### src/rtl/radiobox.sv
// radiobox: RadioBox sys_bus register block with operand/adder registers and DDS1 phase accumulator
//   adc_clk_i  : 125 MHz ADC/system clock, all logic on rising edge
//   adc_rstn_i : asynchronous active-low reset
//   sys_addr   : byte address, only [19:0] decoded
//   sys_wdata  : write data, sys_sel picks byte lanes
//   sys_wen    : single-cycle write strobe
//   sys_ren    : single-cycle read strobe
//   sys_rdata  : registered read data, valid while sys_ack
//   sys_err    : always 0
//   sys_ack    : one-cycle acknowledge, one clock after each strobe cycle
module radiobox #(
  parameter logic [31:0] RB_ID  = 32'h52420001,
  parameter int          DDS_AW = 32
) (
  input  logic        adc_clk_i,
  input  logic        adc_rstn_i,
  input  logic [31:0] sys_addr,
  input  logic [31:0] sys_wdata,
  input  logic [3:0]  sys_sel,
  input  logic        sys_wen,
  input  logic        sys_ren,
  output logic [31:0] sys_rdata,
  output logic        sys_err,
  output logic        sys_ack
);
  logic [31:0]       op_a, op_b, rd_mux;
  logic [DDS_AW-1:0] dds_inc, dds_ofs, dds_acc;
  logic              ctl_en, ctl_rst;
  logic [19:0]       a;
  logic              unused_addr;
  assign a           = sys_addr[19:0];
  assign unused_addr = ^sys_addr[31:20];
  assign sys_err     = 1'b0;
  function automatic logic [31:0] merge(input logic [31:0] old, input logic [31:0] wd, input logic [3:0] sel);
    logic [31:0] m;
    for (int i = 0; i < 4; i++) m[8*i+:8] = sel[i] ? wd[8*i+:8] : old[8*i+:8];
    return m;
  endfunction
  always_comb begin
    rd_mux = '0;
    case (a)
      20'h00:  rd_mux = op_a;
      20'h04:  rd_mux = op_b;
      20'h08:  rd_mux = op_a + op_b;
      20'h0C:  rd_mux = RB_ID;
      20'h10:  rd_mux = dds_inc;
      20'h14:  rd_mux = dds_ofs;
      20'h18:  rd_mux = dds_acc + dds_ofs;
      20'h1C:  rd_mux = {30'd0, ctl_rst, ctl_en};
      default: rd_mux = '0;
    endcase
  end
  always_ff @(posedge adc_clk_i or negedge adc_rstn_i) begin
    if (!adc_rstn_i) begin
      op_a      <= '0;
      op_b      <= '0;
      dds_inc   <= '0;
      dds_ofs   <= '0;
      dds_acc   <= '0;
      ctl_en    <= 1'b0;
      ctl_rst   <= 1'b0;
      sys_ack   <= 1'b0;
      sys_rdata <= '0;
    end else begin
      sys_ack   <= sys_wen | sys_ren;
      // rd_mux sees pre-edge register values, so a combined wen+ren returns the old data
      sys_rdata <= sys_ren ? rd_mux : '0;
      if (sys_wen && a == 20'h00) op_a    <= merge(op_a, sys_wdata, sys_sel);
      if (sys_wen && a == 20'h04) op_b    <= merge(op_b, sys_wdata, sys_sel);
      if (sys_wen && a == 20'h10) dds_inc <= merge(dds_inc, sys_wdata, sys_sel);
      if (sys_wen && a == 20'h14) dds_ofs <= merge(dds_ofs, sys_wdata, sys_sel);
      if (sys_wen && a == 20'h1C && sys_sel[0]) ctl_en <= sys_wdata[0];
      // accumulator clear is a one-cycle pulse; it wins over the increment
      ctl_rst <= sys_wen && a == 20'h1C && sys_sel[0] && sys_wdata[1];
      dds_acc <= ctl_rst ? '0 : ctl_en ? dds_acc + dds_inc : dds_acc;
    end
  end
endmodule

### config.mk
export PLATFORM = sky130hd
export DESIGN_NAME = radiobox
export DESIGN_NICKNAME = d
export VERILOG_FILES = /design/src/rtl/radiobox.sv
export SDC_FILE = /design/constraint.sdc
export NUM_CORES = 1
export LEC_CHECK = 0
export ABC_AREA = 1
export BUFFER_PORTS_ARGS = -buffer_cell sky130_fd_sc_hd__buf_2
export CAP_MARGIN = 20
export CORE_UTILIZATION = 38
export CTS_CLUSTER_SIZE = 12
export DETAILED_ROUTE_END_ITERATION = 10
export PLACE_DENSITY = 0.6
export SLEW_MARGIN = 20
export SYNTH_ARGS = -nofsm -noshare
export SYNTH_HDL_FRONTEND = slang
export SYNTH_SLANG_ARGS = --single-unit
### constraint.sdc
create_clock -name adc_clk_i -period 2 [get_ports adc_clk_i]
set_clock_uncertainty 0.05 [all_clocks]
set_input_delay 0 -clock adc_clk_i [delete_from_list [all_inputs] [get_ports adc_clk_i]]
set_output_delay 0 -clock adc_clk_i [all_outputs]
set_load 0.01 [all_outputs]
# Word-level counts from Yosys, hierarchy flattened
# Cells that the tools add are included.
# op_classes
bitwise	1
n_addsub	3
reduce_logical	25
muxes	4
eq_ne	7
# op_table
operator	count
$pmux 32 s8	1
$add 32x32->32	3
$mux 32	3
$eq 20x5->1 const B	4
$eq 20x4->1 const B	2
$reduce_and 2->1	16
$eq 20x3->1 const B	1
$logic_not 20->1	1
$logic_and 1x1->1	7
$reduce_bool 2->1	1
$or 1x1->1	1
# totals
input_bits	72
out_inout_bits	34
register_bits	195
word_cells	61

# Longest topological paths before layout
# Gate-level depths: netlist of the first run.
# depth
ltp_word	4
depth_mapped	15

# Worst setup path before layout of the first run
# Ideal clock, no wire load.
# synth_timing
kind	reg-to-reg
startpoint	register dds_inc[0]
endpoint	register dds_acc[20]
required_time_ns	1.867
setup_ns	0.083
period_less_slack_ns	1.994
setup_slack_ns	0.006
path_stages_with_launch	15
t_arrival_ns	1.861
path_cell_list	dfrtp_1 ha_1 fa_1 nand2_1 nand3_1 o21a_1 nand2_1 nand2_1 nand2_1 nand2_1 nand2_1 nand2_1 nand2_1 nand2_1 o21ai_0
# synth_between
elab_chain_cells	3
# synth_lines
element	line	text
from (decl)	27	logic [DDS_AW-1:0] dds_inc, dds_ofs, dds_acc;
from (signal assigned)	70	if (sys_wen && a == 20'h10) dds_inc <= merge(dds_inc, sys_wdata, sys_sel);
$add 32x32->32	75	dds_acc <= ctl_rst ? '0 : ctl_en ? dds_acc + dds_inc : dds_acc;
$mux 32 (2 in series)	75	
to (signal assigned)	75	
to (decl)	27	
# No other way between the ends. The select of a mux whose other input is x is not followed.
# A chain may end at the register's enable or synchronous reset.

# Worst setup path after layout of the first run
# layout_timing
startpoint	register dds_acc[9]
endpoint	register sys_rdata[12]
# layout_between
elab_chain_cells	3
# layout_lines
element	line	text
$add 32x32->32	48	20'h18: rd_mux = dds_acc + dds_ofs;
$pmux 32 s8	41	case (a)
$mux 32	67	sys_rdata <= sys_ren ? rd_mux : '0;
to (signal assigned)	67	
to (decl)	22	output logic [31:0] sys_rdata,
# No other way between the ends.

==> impl_metrics.ini, run 1 <==
[floorplan]
die_area_um2 = 40600
io_pins = 106
row_count = 72
fp.coreArea_um2 = 39000
fp.dieH_um = 202
die_w_um = 202
start_util_pct = 38.8

[critical_path]
worstSetupStartpointType = flip-flop
cp-end-kind = flip-flop
crit_family = simple AND/OR/NAND/NOR gates
path_common_cell = buf_6
criticalPathCategory = reg2reg
crit_chain = ha_4, buf_6, nand2_4, buf_6, nor2_4, nand2_1, nand3_4, buf_6, nor2_4, nor2_2, nand2_2, o211ai_2, nand2_1, inv_2
crit_required_ns = 2.37
cp_slowest_cell = dfrtp_2
max_stage_delay_ns = 0.48
crit_fanout = 3
arrival_ns = 2.53
path_buf_inv = 4

[clocking]
numCtsBuffers = 17
cts_tree = yes
htree_levels = 4
cts_root_buf = clkbuf_16
insertion_delay_ns = 0.48
clk_path_buf_depth = 2
clk_pin_slew_ns = 0.09
clkSinkCount = 195

[placement]
dp.final_hpwl_mm = 43.4
gp_congestion = 0.944
place_area_um2 = 18300
port_buffers = 92

[sta]
worst_pin_slew_ns = 0.591
fmax_ghz = 0.463
setup_viol = 36
period_needed_ns = 2.16
rsz0062_at_grt = yes
setup_ws_ns = -0.162
period_share_pct = 108
slew_headroom_pct = 60.6
finalHoldViolCount = 0
report.final.slew_viol_count = 0

[outcome]
failed_checks = negative setup slack
status = finished with violations

[grt]
antenna_found_initial = 0
grt_overflow = 0
grtUsageTotal_pct = 28.8
grt_pass1_vias = 16886
grt_pass1_wl_mm = 90.9
grt_max_degree = 58

[layout]
area_growth_syn_to_layout_pct = 51.2
final_util_pct = 58.7
antenna_cells = 0
fillers = 3436
drive_gt1_share_pct = 38.1
nNetsFinal = 3004
final_area_um2 = 22900

[logic_synthesis]
netlist_instances = 2380
netlist_area_um2 = 15100
yosysWarnings = 0
ys.flop_type = dfrtp_1
yosysTopAreaCell = dfrtp_1
synth-seq-cells = 195
synth_top_cell_area_share_pct = 32.2
ys_types = 51
async_reset_ff_share_pct = 100
synth_area_per_cell_um2 = 6.36
ys_seq_area_share_pct = 32.2
yosys-top-cells-count = 962 x nand2_1, 314 x inv_1, 195 x dfrtp_1, 187 x nor2_1, 135 x nand3_1
synth_most_common_cell = nand2_1
syn_nets = 2548
synthTopCellsByArea = dfrtp_1 32%, nand2_1 24%, inv_1 7.8%, ha_1 7.7%, nor2_1 4.6%
synth_edf_count = 0

[power]
p_per_area_nw_per_um2 = 358
comb_power_share_pct = 4.2
ir_worst_vdd_v = 0.000632
sw_frac_of_total_pct = 25.6
power.internal_mw = 6.09
power_frac_clock_pct = 47.7
p_leak_nw = 12.1
power_mw = 8.19
p_switching_mw = 2.09
seqPwrFrac_pct = 48.1

[detailed_routing]
drc = 0
drtIter0Drc = 1613
drt-total-wl_mm = 59.9
detail-route-antenna-nets = 0
vias = 17445
drt-pass1-iter-count = 6
avgRoutedWirePerCell_um = 17.8
vias_per_cell = 5.18

[min_path]
hp-class = in2reg

[flow_run]
max-cap-violations = 0
## cell usage in the layout (no fill, tap or decap), drive strengths merged, types with 2 or more instances in the layout
master / count
buf: 434
fa: 3
ha: 93
dlygate4sd3: 44
o211ai: 5
bufinv: 3
nor3: 22
dfrtp: 195
nand4: 8
and2: 2
a21o: 5
nand3b: 12
nand2: 982
clkbuf: 18
nand3: 135
a32o: 2
o21bai: 5
o21a: 7
a21boi: 2
xnor2: 4
xor2: 6
or2: 15
nor2: 196
o21ai: 188
inv: 339
a21oi: 102
clkinv: 7
nor4: 3
a22o: 3
## power by group through the flow
stage	clock [mW]	sequential (mW)	combinational, mW
3_5_place_dp	0	4.02	0.278
2_1_floorplan	0	4.02	0.0557
6_report	3.91	3.94	0.343
5_1_grt	4.07	3.94	0.376
3_3_place_gp	0	4.02	0.274
4_1_cts	3.94	3.94	0.342
## metrics by stage
stage          cells  hold slack [ns]  worst slack, ns  TNS (ns)
2_1_floorplan   2380           -0.346          0.00621         0
3_3_place_gp    3247          -0.0645           -0.304     -7.61
3_5_place_dp    3247          -0.0669           -0.326     -9.21
4_1_cts         3347           0.0653          -0.0987    -0.939
5_1_grt         3367            0.148           -0.262     -6.54
6_report        3367           0.0874           -0.162     -2.10
## final timing paths
| path | from | endpoint | slack [ns] | depth (start not counted) |
|---|---|---|---|---|
| hold / removal | sys_addr[3] | ctl_en | 0.09 | 7 |
| min in group asynchronous | adc_rstn_i | sys_rdata[30] | 0.51 | 3 |
| hold reg to reg | op_b[1] | op_b[1] | 0.48 | 2 |
| setup reg to reg | dds_acc[9] | sys_rdata[12] | -0.16 | 14 |
| max in group asynchronous | adc_rstn_i | sys_rdata[16] | 0.25 | 4 |
| setup / recovery | dds_acc[9] | sys_rdata[12] | -0.16 | 14 |
## cells by family (layout without fill, tap and decap cells)
logic type | count (synthesis) | after routing | synth area share [%]
compound gates | 325 | 325 | 11.5
xor+xnor | 10 | 10 | 0.578
fa+ha+maj | 96 | 96 | 8.08
buf+inv | 377 | 846 | 10.3
flops | 195 | 195 | 32.2
other cells | 1 | 1 | 0.0248
simple gates | 1376 | 1376 | 37.3
## final cells by class
type,instances,area (um^2),share of cell area [%]
Multi-Input combinational cell,1808,11700,51.2
Sequential cell,195,4910,21.5
Timing Repair Buffer,479,3700,16.1
Inverter,335,1270,5.54
Tap cell,518,648,2.83
Clock buffer,17,425,1.86
Clock inverter,15,219,0.956
## what timing repair did
action	in CTS	in global routing
gates resized for setup	373	374
hold buffers	44	0
pin swaps	73	141
hold endpoints to repair	331	0
endpoints found under the setup margin	53	56
buffers inserted	25	24
## worst reg2reg max path: stages (launching register included)
cell      delay [ns]
dfrtp_2         0.48
ha_4            0.31
buf_6           0.12
nand2_4         0.07
buf_6           0.12
nor2_4          0.17
nand2_1         0.12
nand3_4         0.13
buf_6           0.12
nor2_4          0.03
nor2_2          0.11
nand2_2         0.08
o211ai_2        0.07
nand2_1         0.07
inv_2           0.06
## metal layers
layer | wire length (um) | vias up | global-route usage [%] | part of all wire, %
met1 | 26300 | 8215 | 40.4 | 44
met5 | 0 | - | 0 | 0
met4 | 1970 | 0 | 9.52 | 3.3
met3 | 4400 | 131 | 3.55 | 7.3
li1 | - | 8400 | - | -
met2 | 27200 | 699 | 45.7 | 45
## state kept, by name, indices dropped and copies added (netlist names)
register and flops:
dds_inc 32, dds_acc 32, op_a 32, sys_rdata 32
op_b 32, ctl_en 1, ctl_rst 1, sys_ack 1
dds_ofs 32
Note: power is estimated with default switching activity, not from simulation.
==> inputs of run 2 (changes only) <==
--- a/config.mk
+++ b/config.mk
@@ -11,7 +11,7 @@
 export CORE_UTILIZATION = 38
 export CTS_CLUSTER_SIZE = 12
 export DETAILED_ROUTE_END_ITERATION = 10
-export PLACE_DENSITY = 0.6
+export PLACE_DENSITY = 0.55
 export SLEW_MARGIN = 20
 export SYNTH_ARGS = -nofsm -noshare
 export SYNTH_HDL_FRONTEND = slang
==> constraint.sdc (replaced) <==
create_clock -name adc_clk_i -period 1.9 [get_ports adc_clk_i]
set_clock_uncertainty 0.05 [all_clocks]
set_input_delay 0 -clock adc_clk_i [delete_from_list [all_inputs] [get_ports adc_clk_i]]
set_output_delay 0 -clock adc_clk_i [all_outputs]
set_load 0.01 [all_outputs]
==> impl_metrics.ini, run 2 (synthesis results as in run 1) <==
[floorplan]
row_count = 72
start_util_pct = 38.8
die_w_um = 202
io_pins = 106
fp.dieH_um = 202
die_area_um2 = 40600
fp.coreArea_um2 = 39000

[power]
ir_worst_vdd_v = 0.000622
p_per_area_nw_per_um2 = 354
p_leak_nw = 12.6

[placement]
placed_cells = 3267
dp.final_hpwl_mm = 45.0
place_area_um2 = 18500
gp_congestion = 0.933
port_buffers = 92

[detailed_routing]
drt-total-wl_mm = 60.4
vias_per_cell = 5.09
avgRoutedWirePerCell_um = 17.7
drt-pass1-iter-count = 6
drc = 0
detail-route-antenna-nets = 0
drtIter0Drc = 1299
vias = 17357

[grt]
antenna_found_initial = 0
grt_pass1_vias = 16610
grtUsageTotal_pct = 29.1
grt_max_degree = 51
grt_pass1_wl_mm = 90.9
grt_overflow = 0

[critical_path]
crit_required_ns = 2.20
worstSetupStartpointType = flip-flop
path_buf_inv = 3
crit_chain = ha_4, inv_4, fa_2, inv_2, nand3_4, nand3_4, buf_6, xor2_1, a22oi_1, nand3_2, nor2_1, nor2_1
arrival_ns = 2.43
criticalPathCategory = reg2reg
crit_fanout = 3
max_stage_delay_ns = 0.42
crit_family = simple AND/OR/NAND/NOR gates
cp-end-kind = flip-flop
cp_slowest_cell = dfrtp_2

[layout]
antenna_cells = 0
drive_gt1_share_pct = 41.3
layout_commonest_cell = nand2_1
final_area_um2 = 23700
nNetsFinal = 3044
layout.cells.most_common_list = 739 x nand2_1, 333 x buf_4, 287 x inv_1
area_growth_syn_to_layout_pct = 56.2
final_cells = 3407

[sta]
slew_headroom_pct = 54.1
worst_pin_slew_ns = 0.688
rsz0062_at_grt = yes
fmax_ghz = 0.471
report.final.slew_viol_count = 0
setup_viol = 51
period_needed_ns = 2.12
finalHoldViolCount = 0
setup_ws_ns = -0.224
period_share_pct = 112

[flow_run]
max-cap-violations = 0

[clocking]
clk_path_buf_depth = 2
htree_levels = 4
clk_pin_slew_ns = 0.07
clkSinkCount = 195
cts_root_buf = clkbuf_16
cts_tree = yes
numCtsBuffers = 17
insertion_delay_ns = 0.47

[min_path]
hp-class = in2async

[outcome]
failed_checks = negative setup slack
status = finished with violations
run 2: worst paths after layout:
| path | start | endpoint | slack (ns) | cells past startpoint |
|---|---|---|---|---|
| worst max register to register | dds_acc[0] | sys_rdata[4] | -0.22 | 12 |
| min in group adc_clk_i | sys_addr[5] | ctl_en | 0.14 | 6 |
| worst min-delay path | adc_rstn_i | dds_inc[2] | 0.004 | 2 |
| max in group asynchronous | adc_rstn_i | op_a[24] | 1.12 | 3 |
| worst min register to register | op_b[1] | op_b[1] | 0.49 | 2 |
| worst max-delay path | dds_acc[0] | sys_rdata[4] | -0.22 | 12 |
run 2: power by group:
group | total (mW) | switching (mW) | internal [mW]
registers | 4.15 | 0.000286 | 4.15
logic | 0.361 | 0.233 | 0.128
clock network | 3.86 | 1.75 | 2.11
total | 8.37 | 1.98 | 6.39
run 2: worst reg2reg max path, stage by stage (launching register included):
cell	delay, ns
dfrtp_2	0.42
ha_4	0.16
inv_4	0.03
fa_2	0.36
inv_2	0.10
nand3_4	0.08
nand3_4	0.12
buf_6	0.11
xor2_1	0.05
a22oi_1	0.19
nand3_2	0.15
nor2_1	0.16
nor2_1	0.05
run 2: per-stage QoR:
step	total power [mW]	setup TNS (ns)	utilization [%]	hold slack, ns	setup slack (ns)
4_1_cts	8.43	-5.25	56.6	0.00504	-0.281
3_3_place_gp	4.52	-12.19	47.5	-0.0527	-0.378
2_1_floorplan	4.29	-0.0592	-	-0.346	-0.0362
3_5_place_dp	4.53	-13.88	47.5	-0.0522	-0.413
6_report	8.37	-5.76	60.6	0.00434	-0.224
5_1_grt	8.61	-10.88	60.6	0.0236	-0.344
run 2: final cells by class:
type                            count  area, um^2
Tap cell                          518         648
Multi-Input combinational cell   1808       12100
Inverter                          335        1280
Fill cell                        3444       15400
Sequential cell                   195        4920
Timing Repair Buffer              519        4080
Clock buffer                       20         447
Clock inverter                     12         155
run 2: per-layer routing:
metal	track usage (%)	up-vias	part of all wire, %
met2	45.3	541	45
met5	0	-	0
met3	5.00	91	6.8
met1	40.7	8242	46
li1	-	8483	-
met4	9.09	0	2.7
run 2: what timing repair did:
| item | 4_1_cts | 5_1_grt |
|---|---|---|
| buffers inserted | 29 | 40 |
| endpoints found under the hold margin | 334 | 0 |
| setup endpoints to repair | 55 | 56 |
| pin swaps | 154 | 209 |
| hold buffers | 42 | 0 |
| gates resized for setup | 504 | 356 |
| gates cloned | 0 | 0 |
